`src/rtl/shadow_stack_check.sv`:
```
// Hardware shadow stack for MIPS return addresses: JAL/JALR push PC+8, JR $ra pops,
// and the word after the return's delay slot must sit at the popped address.
module shadow_stack_check #(
  parameter int DEPTH         = 16,
  parameter int AW            = 4,
  parameter int HALT_ON_ALARM = 0
) (
  input  logic          i_clk,
  input  logic          i_reset,
  input  logic          i_clear,
  input  logic          i_in_valid,
  input  logic [63:0]   i_in_word,
  output logic          o_in_ready,
  output logic          o_alarm,
  output logic          o_alarm_pulse,
  output logic [31:0]   o_alarm_pc,
  output logic [31:0]   o_alarm_expected,
  output logic [AW:0]   o_depth,
  output logic          o_overflow,
  output logic          o_underflow,
  output logic [1:0]    o_dbg_state
);

  typedef enum logic [1:0] {
    ST_NORMAL = 2'd0,
    ST_DELAY  = 2'd1,
    ST_CHECK  = 2'd2
  } state_t;

  localparam logic [AW:0] FULL = (AW+1)'(DEPTH);

  state_t        r_state;
  logic [31:0]   r_stack [DEPTH];
  logic [AW-1:0] r_sp;
  logic [AW:0]   r_depth;
  logic [31:0]   r_exp;
  logic          r_alarm;
  logic          r_alarm_pulse;
  logic [31:0]   r_alarm_pc;
  logic [31:0]   r_alarm_expected;
  logic          r_overflow;
  logic          r_underflow;

  logic [31:0]   w_pc;
  logic [5:0]    w_op;
  logic [5:0]    w_fn;
  logic [4:0]    w_rs;
  logic          w_call;
  logic          w_ret;
  logic          w_accept;
  logic          w_not_delay;
  logic          w_push;
  logic          w_pop;
  logic          w_udf;
  logic          w_mismatch;
  logic [AW-1:0] w_sp_m1;

  // Handshake: a word transfers on the cycle i_in_valid & o_in_ready are both high;
  // an all-zero word is a bubble and is consumed without effect.
  assign o_in_ready = ~((HALT_ON_ALARM != 0) & r_alarm);
  assign w_accept   = i_in_valid & o_in_ready & (i_in_word != 64'd0);

  assign w_pc    = i_in_word[63:32];
  assign w_op    = i_in_word[31:26];
  assign w_fn    = i_in_word[5:0];
  assign w_rs    = i_in_word[25:21];
  assign w_call  = (w_op == 6'd3) | ((w_op == 6'd0) & (w_fn == 6'd9));
  assign w_ret   = (w_op == 6'd0) & (w_fn == 6'd8) & (w_rs == 5'd31);
  assign w_sp_m1 = r_sp - AW'(1);

  // A return sitting in a delay slot is not honoured; calls are honoured everywhere.
  assign w_not_delay = (r_state != ST_DELAY);
  assign w_push      = w_accept & w_call;
  assign w_pop       = w_accept & w_not_delay & w_ret & (r_depth != '0);
  assign w_udf       = w_accept & w_not_delay & w_ret & (r_depth == '0);
  assign w_mismatch  = w_accept & (r_state == ST_CHECK) & (w_pc != r_exp);

  always_ff @(posedge i_clk) begin
    if (i_reset || i_clear) begin
      r_state          <= ST_NORMAL;
      r_sp             <= '0;
      r_depth          <= '0;
      r_exp            <= '0;
      r_alarm          <= 1'b0;
      r_alarm_pulse    <= 1'b0;
      r_alarm_pc       <= '0;
      r_alarm_expected <= '0;
      r_overflow       <= 1'b0;
      r_underflow      <= 1'b0;
    end else begin
      r_alarm_pulse <= 1'b0;
      if (w_mismatch) begin
        r_alarm_pulse    <= 1'b1;
        r_alarm          <= 1'b1;
        r_alarm_pc       <= w_pc;
        r_alarm_expected <= r_exp;
      end
      // When full the write pointer wraps onto the oldest entry, so depth saturates.
      if (w_push) begin
        r_sp <= r_sp + AW'(1);
        if (r_depth == FULL) r_overflow <= 1'b1;
        else                 r_depth    <= r_depth + (AW+1)'(1);
      end else if (w_pop) begin
        r_sp    <= w_sp_m1;
        r_depth <= r_depth - (AW+1)'(1);
        r_exp   <= r_stack[w_sp_m1];
      end
      if (w_udf) r_underflow <= 1'b1;
      if (w_accept) begin
        case (r_state)
          ST_DELAY: r_state <= ST_CHECK;
          default:  r_state <= w_pop ? ST_DELAY : ST_NORMAL;
        endcase
      end
    end
  end

  always_ff @(posedge i_clk) begin
    if (!i_reset && !i_clear && w_push) r_stack[r_sp] <= w_pc + 32'd8;
  end

  assign o_alarm          = r_alarm;
  assign o_alarm_pulse    = r_alarm_pulse;
  assign o_alarm_pc       = r_alarm_pc;
  assign o_alarm_expected = r_alarm_expected;
  assign o_depth          = r_depth;
  assign o_overflow       = r_overflow;
  assign o_underflow      = r_underflow;
  assign o_dbg_state      = r_state;

endmodule
```
`config.mk`:
```
export PLATFORM = sky130hd
export DESIGN_NAME = shadow_stack_check
export DESIGN_NICKNAME = d
export VERILOG_FILES = /design/src/rtl/shadow_stack_check.sv
export SDC_FILE = /design/constraint.sdc
export NUM_CORES = 1
export LEC_CHECK = 0
export ABC_AREA = 1
export BUFFER_PORTS_ARGS = -buffer_cell sky130_fd_sc_hd__buf_4
export CORE_MARGIN = 3
export CORE_UTILIZATION = 60
export CTS_CLUSTER_SIZE = 25
export DETAILED_ROUTE_END_ITERATION = 16
export HOLD_SLACK_MARGIN = 0.05
export PLACE_DENSITY = 0.79
export SYNTH_ARGS = -nofsm -noshare
export SYNTH_HDL_FRONTEND = slang
export SYNTH_SLANG_ARGS = --single-unit
```
`constraint.sdc`:
```
create_clock -name i_clk -period 4.6 [get_ports i_clk]
set_clock_uncertainty 0.2 [all_clocks]
set_input_delay 0.46 -clock i_clk [delete_from_list [all_inputs] [get_ports i_clk]]
set_output_delay 0.46 -clock i_clk [all_outputs]
set_load 0.01 [all_outputs]
```
* Word level (Yosys, flattened, before mapping)
Memories as Yosys holds them, arrays and structs flattened. A register that Yosys moved wholly into a read port is not among the register bits.
Cells that the tools add are included.
** Storage, ports and cells
- Register bits :: 79
- RAM bits :: 512
- Bits of input ports :: 68
- Output and inout bits :: 76
- Memories kept :: 1
** Cells by class
- Add/subtract/negate cells :: 5
- Equal/unequal tests :: 10
- Muxes and demuxes :: 10
- Bitwise logic cells :: 13
- Reduce and logical (&&, ||, !) cells :: 13
** Memory list
- r_stack :: words 16, width 32, rd ports 1, clocked after Yosys merged registers in 1, write ports 1, RTL line 33 : logic [31:0] r_stack [DEPTH];
** Operators by type and width (number)
- nonzero test 64 bit :: 1
- adder 32 x 4 -> 32 bit (second input constant) :: 1
- inequality test 32 bit :: 1
- 2-to-1 mux 5 bit :: 3
- equality test 6 x 4 -> 1 bit (second input constant) :: 2
- bitwise AND 1 bit :: 11
- equality test 5 bit (second input constant) :: 2
- 2-to-1 mux 4 bit :: 2
- equality test 6 x 2 -> 1 bit (second input constant) :: 1
- logical NOT 6 bit :: 1
- AND reduction 2 bit :: 3
- adder 5 x 1 -> 5 bit (second input constant) :: 1
- logical NOT 5 bit :: 1
- nonzero test 5 bit :: 1
- subtractor 5 x 1 -> 5 bit (second input constant) :: 1
- adder 4 x 1 -> 4 bit (second input constant) :: 1
- 2-to-1 mux 1 bit :: 4
- subtractor 4 x 1 -> 4 bit (second input constant) :: 1
- equality test 2 x 1 -> 1 bit (second input constant) :: 1
- equality test 2 bit (second input constant) :: 1
- logical AND 1 bit :: 2
- logical NOT 1 bit :: 2
- 2-to-1 mux 2 bit :: 1
- inequality test 2 x 1 -> 1 bit (second input constant) :: 1
- 5 further kinds :: 5

* Longest topological paths before layout
- Depth in word-level cells :: 7
- Depth in mapped cells :: 17
- Depth with buffers taken out :: 15

* Worst setup path before layout
Ideal clock, no wire load.
- Path type :: input-to-reg
- Start point :: input i_in_word[27]
- End point :: memory r_stack[0][0], enable pin
- Arrival time :: 2826 ps
- Data required time :: 3979 ps
- Path slack :: 1153 ps
- Stages :: 7
- Path buffers :: 0
- Cells stage by stage :: nor2_1 -> nand3_1 -> o21ai_0 -> nand3_2 -> nor2_1 -> nand2_1 -> nor2_1
** On the way
- Cells in the longest elaborated chain, start to end :: 7
- Elaborated cells between the ends (all ways) :: 10
- Classes of those cells :: 1 x eq/ne; 2 x mux; 4 x bitwise; 3 x reduce/logical
** Ends and longest elaborated chain
- from (decl) :: RTL line 12 : input logic [63:0] i_in_word,
- branches (longest 3 deep; another with nonzero test 64 bit)
- bitwise AND 1 bit * :: RTL line 73 : assign w_push = w_accept & w_call;
- logical AND 1 bit * :: RTL line 119 : if (!i_reset && !i_clear && w_push) r_stack[r_sp] <= w_pc + 32'd8;
- 2-to-1 mux 1 bit * :: RTL line 119
- 2-to-1 mux 1 bit (not written as such) * :: RTL line 119
- to (decl) :: RTL line 33
Mark *: on every way between the ends.

* Worst setup path after layout
- Start point :: register r_sp[0]
- End point :: register r_exp[15], read port of r_stack
** On the way
- Cells in the longest elaborated chain, start to end :: 1
** Ends and longest elaborated chain
- from (decl) :: RTL line 34 : logic [AW-1:0] r_sp;
- from (signal assigned) :: RTL line 100 : r_sp <= r_sp + AW'(1);
- from (signal assigned) :: RTL line 104 : r_sp <= w_sp_m1;
- subtractor 4 x 1 -> 4 bit :: RTL line 69 : assign w_sp_m1 = r_sp - AW'(1);
- to (decl) :: RTL line 36 : logic [31:0] r_exp;
No other way between the ends.
A chain may end at the register's enable or synchronous reset.

==> metrics.md <==
| Metric | Value |
|---|---|
| Hold wc startpoint | `i_in_word[28]` |
| Cts repair resizes | `0` |
| CP Data Arrival Time | `3830 ps` |
| Endpoint class of the critical path | `register` |
| CTS Root Cell | `clkbuf_16` |
| Post-Syn Area per Cell | `11.4 sq um` |
| Status | `completed` |
| Synth unique cells | `47` |
| Post-layout min period | `around 3500 ps` |
| Register area share after synthesis | `0.688` |
| Fin Hold WS | `222 ps` |
| Post-Route WL | `between 60000 and 70000 microns` |
| Worst skew pair latency | `620 ps` |
| Final worst path period share | `0.757` |
| WL/cell | `approximately 23 microns` |
| R2R cell count | `9` |
| Setup bufs post-CTS | `0` |
| Total power | `11.2 mW` |
| Vias in the first global route | `17900` |
| Post-DR vias/cell | `6.26` |
| Final setup violation count | `0` |
| Hold_buf cts | `33` |
| Sequential cell area | `0.0176 sq mm` |
| Mapped cell area | `0.0256 sq mm` |
| Die height | `212 microns` |
| Cell row count | `75` |
| RSZ-0062 raised after global routing | `false` |
| Core area | `0.0420 sq mm` |
| Initial antenna violation count | `1` |
| GR Util All Layers | `0.295` |
| Area occupied by multi-input gates | `around 0.0072 sq mm` |
| Critical path launch point | `r_sp[0]` |
| Worst hold stages | `8` |
| Die Area | `0.0451 sq mm` |
| Fraction of layout cells with a size suffix above 1 | `0.139` |
| Slew Limit Fails | `0` |
| Hold WC Path Type | `primary input to register` |
| Max Cap Viol | `0` |
| Fmax | `287 MHz` |
| DIE WIDTH | `about 210 microns` |
| Post-synthesis net count | `2312` |
| Peak supply drop | `a little under 300 uV` |
| Final Hold Viols | `0` |
| Final HPWL DP | `40100 microns` |
| Clock Sink Count | `623` |
| CP max FO | `64` |
| Global-route wire length before repair | `102000 microns` |
| Starting Density | `0.608` |
| Mapped Cells | `2234` |
| CTS tree | `built` |
| Final TNS setup | `0 ps` |
| EDFF count, synth | `512` |
| Largest net degree at the start of global routing | `261` |
| ANT nets after route | `0` |
| Max-slew headroom | `0.0811` |
| Yosys warnings | `0` |
| Least-Margin Pin Slew | `between 1000 and 1500 ps` |
| Clock Path Buffers | `3` |
| GPL Wtd Cong | `0.923` |
| PwrDens | `between 300 and 400 mW/mm^2` |
| Fill cells | `2751` |
| Leak pwr | `10.0 nW` |
| Reg2reg start | `r_sp[0]` |
| Post-synth top flop | `edfxtp_1` |
| Initial DRC count | `around 2600` |
| Clock-pin slew of the registers on the worst-case setup and hold paths | `around 60 ps` |
| Drt pass-1 iters | `7` |
| Number of port buffers | `142` |
| I/O pin cnt | `around 140` |
| Vias | `18500` |
| Fin nets | `2449` |
| Synth-to-layout area growth | `15.2%` |
| Yosys reg bits | `623` |
| Worst Setup Path Type | `register to register` |
| Dpl cell area | `roughly 0.027 sq mm` |
| Critical Path RT | `4950 ps` |
| Worst Setup Start Kind | `register` |
| H-tree depth | `2` |
| DRC violations left | `0` |
| CTS Buf Count | `58` |
| Async S/R FF share, synth | `0` |
| Final instance area | `slightly below 0.03 sq mm` |
| Remaining global-route overflow | `0` |
==> layer usage <==
layer,global-route usage,up-vias,wire length [microns]
met5,0,-,0
li1,-,8252,-
met2,0.474,1202,32000
met3,0.0645,210,7590
met4,0.136,0,2980
met1,0.389,8843,25300
==> flip-flops by register name, indices dropped and copies added, names as in the netlist <==
signal	flops
r_exp	32
o_depth	5
o_alarm	1
o_alarm_pc	32
o_overflow	1
o_alarm_pulse	1
o_dbg_state	2
o_alarm_expected	32
r_sp	4
r_stack	512
o_underflow	1
==> where the power goes <==
group          switching, mW  leakage, nW  internal [mW]
clock                   2.04        0.903           2.69
sequential           0.00373         5.50           6.11
combinational          0.247         3.61          0.122
total                   2.29         10.0           8.92
==> cells by family (layout without fill, tap and decap cells) <==
kind of cell / count (synthesis) / after routing / synth area share
other: 1 / 2 / 0.000147
flip-flops: 623 / 623 / 0.688
adder cells (fa/ha/maj): 10 / 10 / 0.00519
XOR/XNOR: 54 / 54 / 0.0191
AO/OA/AOI/OAI: 592 / 592 / 0.129
buffers and inverters: 199 / 381 / 0.0379
AND/OR/NAND/NOR: 755 / 755 / 0.121
==> final cells by class <==
class	count	share of cell area
repair buffers	224	0.0663
inverters	52	0.00680
flip-flops and latches	623	0.598
diodes	1	0.0000850
well taps	539	0.0229
clock inverters	36	0.0113
clock buffers	69	0.0517
multi-input cells	1412	0.243
==> cells in the final DEF, fill, tap and decap left out, types with 9 or more instances in the layout <==
master,Yosys,routed
clkbuf_16,0,59
a21oi_1,43,43
nand3_1,16,16
nand4_1,14,14
clkinv_2,0,11
o221ai_1,33,33
dfxtp_1,111,110
o21ai_0,340,340
buf_12,1,15
xor2_1,49,49
nor2_4,1,18
clkinv_1,1,13
nor2_1,515,498
o21ai_1,48,48
o22ai_1,95,95
inv_1,47,46
edfxtp_1,512,512
clkbuf_1,74,9
nand2_1,151,151
nor2_2,16,16
nor3_1,17,17
o211ai_1,31,31
dlygate4sd3_1,0,33
buf_4,8,176
==> Yosys cell counts, types with 2 or more instances <==
| master | count | area, sq um |
|---|---|---|
| clkbuf_2 | 9 | 45.0 |
| o22ai_1 | 95 | 594 |
| o21ai_1 | 48 | 240 |
| xor2_1 | 49 | 429 |
| o221ai_1 | 33 | 289 |
| nand3_2 | 4 | 40.0 |
| nor2_2 | 16 | 100 |
| inv_2 | 3 | 11.3 |
| nor3_2 | 4 | 40.0 |
| edfxtp_1 | 512 | 15400 |
| nor2_1 | 515 | 1930 |
| o211ai_1 | 31 | 233 |
| buf_2 | 39 | 195 |
| nor4_1 | 3 | 18.8 |
| buf_4 | 8 | 60.1 |
| nand3_1 | 16 | 80.1 |
| inv_1 | 47 | 176 |
| nand2_4 | 2 | 22.5 |
| nand2_1 | 151 | 567 |
| xnor2_1 | 3 | 26.3 |
| nand4_1 | 14 | 87.6 |
| a21oi_1 | 43 | 215 |
| ha_1 | 9 | 113 |
| buf_6 | 15 | 169 |
| nor3_1 | 17 | 85.1 |
| or2_2 | 3 | 18.8 |
| dfxtp_1 | 111 | 2220 |
| nand3b_1 | 2 | 15.0 |
| clkbuf_1 | 74 | 278 |
| o21ai_0 | 340 | 1700 |
| nand2_2 | 2 | 12.5 |
==> path summary, 6_finish.rpt <==
| kind | to | slack (ps) |
|---|---|---|
| max | r_exp[15] | 1120 |
| min | o_underflow | 220 |
| max reg2reg | r_exp[15] | 1120 |
| min reg2reg | o_alarm_pc[11] | 290 |
==> worst max-delay path, stage by stage (launching register included) <==
cell	delay, ps
dfxtp_4	360
inv_6	300
buf_4	580
buf_4	660
o21ai_0	200
o22ai_1	270
nor2_1	90
o21ai_1	360
nand2_1	160
a21oi_1	150
==> metrics by stage <==
stage,setup slack [ps],cells,utilization
after floorplan,1150,2234,-
after global placement,1130,2815,0.648
after detailed placement,1060,2815,0.648
after CTS,1220,2953,0.700
after global routing,966,2956,0.701
final,1120,2956,0.701
(Power assumes the default switching activity.)
